### src/rtl/switch_input_pkg.sv
`default_nettype none
// ============================================================================
// Module   : switch_input_pkg
// Brief    : Shared constants, event FSM encoding and a counter-width helper
//            for the slide-switch input reader.
// Revision : 1.0 - initial release
// ============================================================================
package switch_input_pkg;

  localparam int SW_WIDTH           = 16;
  localparam int SW_DEBOUNCE_CYCLES = 1000;
  localparam int SW_STABLE_SAMPLES  = 3;

  typedef enum logic [0:0] {
    EV_IDLE = 1'b0,
    EV_PEND = 1'b1
  } ev_state_t;

  // Width of a counter that must hold 0..n-1; never narrower than one bit.
  function automatic int cnt_width(input int n);
    return (n > 1) ? $clog2(n) : 1;
  endfunction

endpackage : switch_input_pkg
`default_nettype wire

### src/rtl/input_debounce.sv
`default_nettype none
// ============================================================================
// Module   : input_debounce
// Brief    : One switch bit: 2-flop synchroniser, tick-qualified stability
//            counter and debounced level. o_flip is high on the edge where the
//            debounced level inverts.
// Revision : 1.0 - initial release
// ============================================================================
module input_debounce
  import switch_input_pkg::*;
#(
  parameter int STABLE_SAMPLES = SW_STABLE_SAMPLES
) (
  input  logic clk,
  input  logic rst_n,
  input  logic i_tick,
  input  logic i_raw,
  output logic o_stab,
  output logic o_flip
);

  localparam int CW = cnt_width(STABLE_SAMPLES);

  logic          r_sync1;
  logic          r_sync2;
  logic          r_stab;
  logic [CW-1:0] r_cnt;

  logic w_diff;
  logic w_last;

  // A differing tick that finds the counter at its last value is the one
  // that would make it reach STABLE_SAMPLES, so it inverts the level instead.
  assign w_diff = r_sync2 ^ r_stab;
  assign w_last = (r_cnt == CW'(STABLE_SAMPLES - 1));
  assign o_flip = i_tick & w_diff & w_last;
  assign o_stab = r_stab;

  // Synchronise the raw pin and advance the stability counter on each tick.
  always_ff @(posedge clk) begin
    if (!rst_n) begin
      r_sync1 <= 1'b0;
      r_sync2 <= 1'b0;
      r_stab  <= 1'b0;
      r_cnt   <= '0;
    end else begin
      r_sync1 <= i_raw;
      r_sync2 <= r_sync1;
      if (i_tick) begin
        if (w_diff) begin
          if (w_last) begin
            r_stab <= ~r_stab;
            r_cnt  <= '0;
          end else begin
            r_cnt  <= r_cnt + CW'(1);
          end
        end else begin
          r_cnt <= '0;
        end
      end
    end
  end

endmodule : input_debounce
`default_nettype wire

### src/rtl/switch_input_reader.sv
`default_nettype none
// ============================================================================
// Module   : switch_input_reader
// Brief    : Debounces WIDTH slide switches and reports each debounced change
//            as a valid/ready event. Changes arriving while an event is
//            pending are merged into it, so no change is ever lost.
// Revision : 1.0 - initial release
// ============================================================================
module switch_input_reader
  import switch_input_pkg::*;
#(
  parameter int WIDTH           = SW_WIDTH,
  parameter int DEBOUNCE_CYCLES = SW_DEBOUNCE_CYCLES,
  parameter int STABLE_SAMPLES  = SW_STABLE_SAMPLES
) (
  input  logic             clock_rtl,
  input  logic             reset_rtl_0_1,
  input  logic [WIDTH-1:0] sw_in,
  output logic [WIDTH-1:0] sw_state,
  output logic             ev_valid,
  input  logic             ev_ready,
  output logic [WIDTH-1:0] ev_state,
  output logic [WIDTH-1:0] ev_mask,
  output logic             ev_coalesced
);

  localparam int TW = cnt_width(DEBOUNCE_CYCLES);

  logic [TW-1:0]    r_tick_cnt;
  logic             w_tick;
  logic [WIDTH-1:0] w_stab;
  logic [WIDTH-1:0] w_flip;
  logic [WIDTH-1:0] w_next_stab;
  logic             w_any_flip;

  ev_state_t        r_fsm;
  logic             r_ev_valid;
  logic [WIDTH-1:0] r_ev_state;
  logic [WIDTH-1:0] r_ev_mask;
  logic             r_ev_coalesced;

  assign w_tick = (r_tick_cnt == TW'(DEBOUNCE_CYCLES - 1));

  // Free-running sample-tick divider; restarts from 0 out of reset.
  always_ff @(posedge clock_rtl) begin
    if (!reset_rtl_0_1) begin
      r_tick_cnt <= '0;
    end else if (w_tick) begin
      r_tick_cnt <= '0;
    end else begin
      r_tick_cnt <= r_tick_cnt + TW'(1);
    end
  end

  generate
    for (genvar gi = 0; gi < WIDTH; gi++) begin : g_bit
      input_debounce #(
        .STABLE_SAMPLES (STABLE_SAMPLES)
      ) u_debounce (
        .clk    (clock_rtl),
        .rst_n  (reset_rtl_0_1),
        .i_tick (w_tick),
        .i_raw  (sw_in[gi]),
        .o_stab (w_stab[gi]),
        .o_flip (w_flip[gi])
      );
    end
  endgenerate

  // Debounced levels as they will be after this edge.
  assign w_next_stab = w_stab ^ w_flip;
  assign w_any_flip  = |w_flip;

  assign sw_state     = w_stab;
  assign ev_valid     = r_ev_valid;
  assign ev_state     = r_ev_state;
  assign ev_mask      = r_ev_mask;
  assign ev_coalesced = r_ev_coalesced;

  // Event FSM: raise on a flip, merge later flips until the consumer accepts.
  always_ff @(posedge clock_rtl) begin
    if (!reset_rtl_0_1) begin
      r_fsm          <= EV_IDLE;
      r_ev_valid     <= 1'b0;
      r_ev_state     <= '0;
      r_ev_mask      <= '0;
      r_ev_coalesced <= 1'b0;
    end else begin
      case (r_fsm)
        EV_IDLE: begin
          if (w_any_flip) begin
            r_fsm          <= EV_PEND;
            r_ev_valid     <= 1'b1;
            r_ev_mask      <= w_flip;
            r_ev_state     <= w_next_stab;
            r_ev_coalesced <= 1'b0;
          end
        end
        EV_PEND: begin
          if (ev_ready) begin
            if (w_any_flip) begin
              // Accepted and a new change on the same edge: start afresh.
              r_ev_mask      <= w_flip;
              r_ev_state     <= w_next_stab;
              r_ev_coalesced <= 1'b0;
            end else begin
              r_fsm      <= EV_IDLE;
              r_ev_valid <= 1'b0;
              r_ev_mask  <= '0;
            end
          end else if (w_any_flip) begin
            r_ev_mask      <= r_ev_mask | w_flip;
            r_ev_state     <= w_next_stab;
            r_ev_coalesced <= 1'b1;
          end
        end
        default: begin
          r_fsm      <= EV_IDLE;
          r_ev_valid <= 1'b0;
        end
      endcase
    end
  end

endmodule : switch_input_reader
`default_nettype wire

### config.mk
export PLATFORM = sky130hd
export DESIGN_NAME = switch_input_reader
export DESIGN_NICKNAME = d
export VERILOG_FILES = /design/src/rtl/switch_input_pkg.sv /design/src/rtl/input_debounce.sv /design/src/rtl/switch_input_reader.sv
export SDC_FILE = /design/constraint.sdc
export NUM_CORES = 1
export LEC_CHECK = 0
export CAP_MARGIN = 20
export CORE_AREA = 2 2 98 100
export DETAILED_ROUTE_END_ITERATION = 7
export DIE_AREA = 0 0 100 102
export PLACE_DENSITY = 0.84
export SYNTH_ARGS = -nofsm -noshare
export SYNTH_HDL_FRONTEND = slang
export SYNTH_SLANG_ARGS = --single-unit
### constraint.sdc
create_clock -name clock_rtl -period 3.25 [get_ports clock_rtl]
set_clock_uncertainty 0.15 [all_clocks]
set_input_delay 0.8125 -clock clock_rtl [delete_from_list [all_inputs] [get_ports clock_rtl]]
set_output_delay 0.8125 -clock clock_rtl [all_outputs]
set_load 0.03 [all_outputs]
==> results of run 1 <==
[stage by stage]
stage / std cells / area [µm²]
after floorplan: 577 / 5310
after global placement: 722 / 5990
after detailed placement: 722 / 5990
after CTS: 754 / 6560
after global routing: 754 / 6560
final: 754 / 6560
[cells by family (layout without fill, tap and decap cells)]
kind of cell | Yosys count | in the layout | synth area share (%)
AO/OA/AOI/OAI | 81 | 81 | 10.4
XOR/XNOR | 44 | 44 | 8.39
adder cells (fa/ha/maj) | 1 | 1 | 0.236
buffers and inverters | 58 | 124 | 5.44
flip-flops | 125 | 125 | 47.1
multiplexers | 22 | 22 | 4.26
AND/OR/NAND/NOR | 246 | 246 | 24.1
[synthesized netlist by cell type, drive strengths merged (2+ instances only)]
cell type / instances / area, µm²
dfxtp: 125 / 2500
nand2: 71 / 267
and2: 50 / 313
nor2: 29 / 109
xnor2: 29 / 314
nor2b: 24 / 150
a21boi: 21 / 169
buf: 21 / 150
clkbuf: 21 / 78.8
a21oi: 19 / 95.1
mux2i: 17 / 170
inv: 16 / 60.1
nand3: 16 / 85.1
xor2: 15 / 131
nor4: 14 / 93.8
nand2b: 13 / 81.3
o31ai: 13 / 97.6
nor3: 12 / 60.1
o21ai: 10 / 61.3
o22ai: 10 / 62.6
mux2: 5 / 56.3
or3: 5 / 31.3
or4: 5 / 45.0
o32ai: 3 / 26.3
or2: 3 / 18.8
and3: 2 / 12.5
o21a: 2 / 15.0
[power by group]
group          total [mW]  internal (mW)  leakage, nW  switching [mW]
combinational      0.0935         0.0486         1.09          0.0449
sequential           1.57           1.55         1.01          0.0111
clock                1.82           1.11        0.273           0.707
[registers in the layout, indices dropped and copies added (netlist names)]
| signal | flops |
|---|---|
| g_bit.u_debounce.r_sync2 | 16 |
| g_bit.u_debounce.r_cnt | 32 |
| ev_coalesced | 1 |
| g_bit.u_debounce.r_sync1 | 16 |
| r_tick_cnt | 10 |
| ev_mask | 16 |
| g_bit.u_debounce.o_stab | 16 |
| r_fsm | 1 |
| ev_state | 16 |
| ev_valid | 1 |
[final timing paths]
path / start / depth (start not counted) / to
max: r_tick_cnt[0]$_SDFF_PP0_ / 7 / ev_state[1]$_SDFFE_PN0P_
min: g_bit[9].u_debounce.r_sync1$_SDFF_PN0_ / 1 / g_bit[9].u_debounce.r_sync2$_SDFF_PN0_
max reg2reg: r_tick_cnt[0]$_SDFF_PP0_ / 7 / ev_state[1]$_SDFFE_PN0P_
min reg2reg: g_bit[9].u_debounce.r_sync1$_SDFF_PN0_ / 1 / g_bit[9].u_debounce.r_sync2$_SDFF_PN0_
[critical path, stage by stage (launching register included)]
cell      delay (ns)
dfxtp_1         0.40
ha_1            0.26
nand4b_1        0.21
or4_4           0.67
buf_12          0.26
or3_1           0.36
a21boi_1        0.23
mux2_2          0.19
[metal layers]
metal / vias up / GRT usage, % / wire length (µm)
met5: - / 0 / 0
met4: 0 / 11.2 / 256
met3: 24 / 7.32 / 751
met2: 130 / 42.3 / 6090
met1: 1980 / 30.3 / 5020
li1: 2032 / - / -
[layout by cell type (no fill, tap or decap), types with 15 or more instances in the layout]
cell type and count:
and2_1 50, clkdlybuf4s50_1 67, mux2i_1 17, xor2_1 15, nor2_1 29, clkbuf_16 16
nor2b_1 24, dfxtp_1 125, nand2_1 71, a21oi_1 19, nand3_1 15, inv_1 15
xnor2_1 21
[cell type report]
class                           instances  area, µm²
Fill cell                             642       2550
Inverter                               16       60.1
Clock buffer                           18        428
Tap cell                              111        139
Multi-Input combinational cell        394       2530
Timing Repair Buffer                   76        761
Sequential cell                       125       2500
Clock inverter                         14        145
==> parameters.txt, run 1 <==
Parameter                              Value

Clock network
  Clock latency on the worst-skew pair    0.51 ns
  Clock-pin slew of the registers on the worst-case setup and hold paths    0.06 ns
  Root buffer cell    clkbuf_8
  Cts-stage hold buffer count    0
  Number of resized instances in the post-cts repair step    0
  Number of buffers inserted during clock tree synthesis    17
  Clk buf depth    2
  CTS tree    yes
  Clock sink count    125
  H-Tree Level Count    4
  Post-CTS setup buffer count    0

Global routing
  Total grt overflow    0
  Maximum number of pins on one net before global-route repair    114
  Initial antenna violation count    0
  Vias in the first global route    4117
  Total Routing Usage GR    25.2%
  Wire length of the first global-routing pass    20.0 mm

Power
  Pwr Total    3.48 mW
  Worst vdd ir    0.334 mV
  Power density over cell area    530 nW/µm²
  Lkg Pwr    2.38 nW

Route
  Vias per inst    5.53
  Antenna-violating nets left    0
  Starting DRT DRC Count    299
  Remaining routing DRC violations    0
  Total wire length    12.1 mm
  Routed length per placed instance    16.1 µm
  Number of detailed-routing iterations run before antenna repair    5
  Detailed-route via count    4166

Placement
  Worst-case setup slack after placement    0.545 ns
  Post-DP HPWL    8.09 mm
  Count of input and output buffers    68
  Final RePlAce weighted congestion    0.827

Synth
  Number of library cell types mapped by synthesis    45
  Async set-or-reset flop fraction in the synthesized netlist    0%
  Average footprint of a synthesized cell    9.20 µm²
  Synth warnings    0
  Most common flop cell mapped by yosys    dfxtp_1
  Net Count, Synth    597
  Post-synthesis register bit count    125
  Instance count of the mapped netlist    577
  Post-synth EDFFs    0
  Post-synthesis sequential area ratio    47.1%
  Synthesized cell area    5310 µm²

Cells and area
  Utilization of the core after routing    72.0%
  Layout cell share with drive strength beyond 1    10.4%
  Area overhead of the layout relative to synthesis    23.6%
  Net count reported at finish    650
  Ant. Diodes    0

Floorplan
  Area of the core    9110 µm²
  Overall die height    102 µm
  # IOs    69
  Die Area    10200 µm²
  Initial core utilization    58.3%
  Die X    100 µm
  Number of standard-cell rows in the floorplan    35

Critical path
  Required time at the endpoint of the critical path    3.56 ns
  Slack of the worst reg-to-reg path    0.45 ns
  Kind of capture point of the worst setup path    register
  Type of the setup path with the least slack    register to register
  Worst Setup Start Kind    register
  Worst EP arrival    3.11 ns
  Largest fanout on the critical path    37

Timing
  Post-layout worst setup margin    0.446 ns
  Setup violation total in the final timing report    0
  Setup total negative slack    0 ns
  Setup repair after global routing missed its margin    false
  Slew @ Worst Pin    0.566 ns
  Period utilization    86.3%
  WHS    0.278 ns
  Number of hold violations in the final report    0
  Slew HR    62.0%
  Highest attainable clock frequency    0.357 GHz
  Post-layout min period    2.80 ns
  Final max-slew violation count    0

Min path
  Worst min-delay path class    register to register

Run
  Count of max-cap constraint violations    0

Outcome
  Run status    completed
No activity file was read; power rests on OpenSTA's default activity.
==> run 2: changes to the inputs <==
--- a/config.mk
+++ b/config.mk
@@ -10,6 +10,7 @@
 export DETAILED_ROUTE_END_ITERATION = 7
 export DIE_AREA = 0 0 100 102
 export PLACE_DENSITY = 0.84
+export SLEW_MARGIN = 0
 export SYNTH_ARGS = -nofsm -noshare
 export SYNTH_HDL_FRONTEND = slang
 export SYNTH_SLANG_ARGS = --single-unit
==> results of run 2 <==
No change in the layout: final DEF, timing and power equal those of run 1.
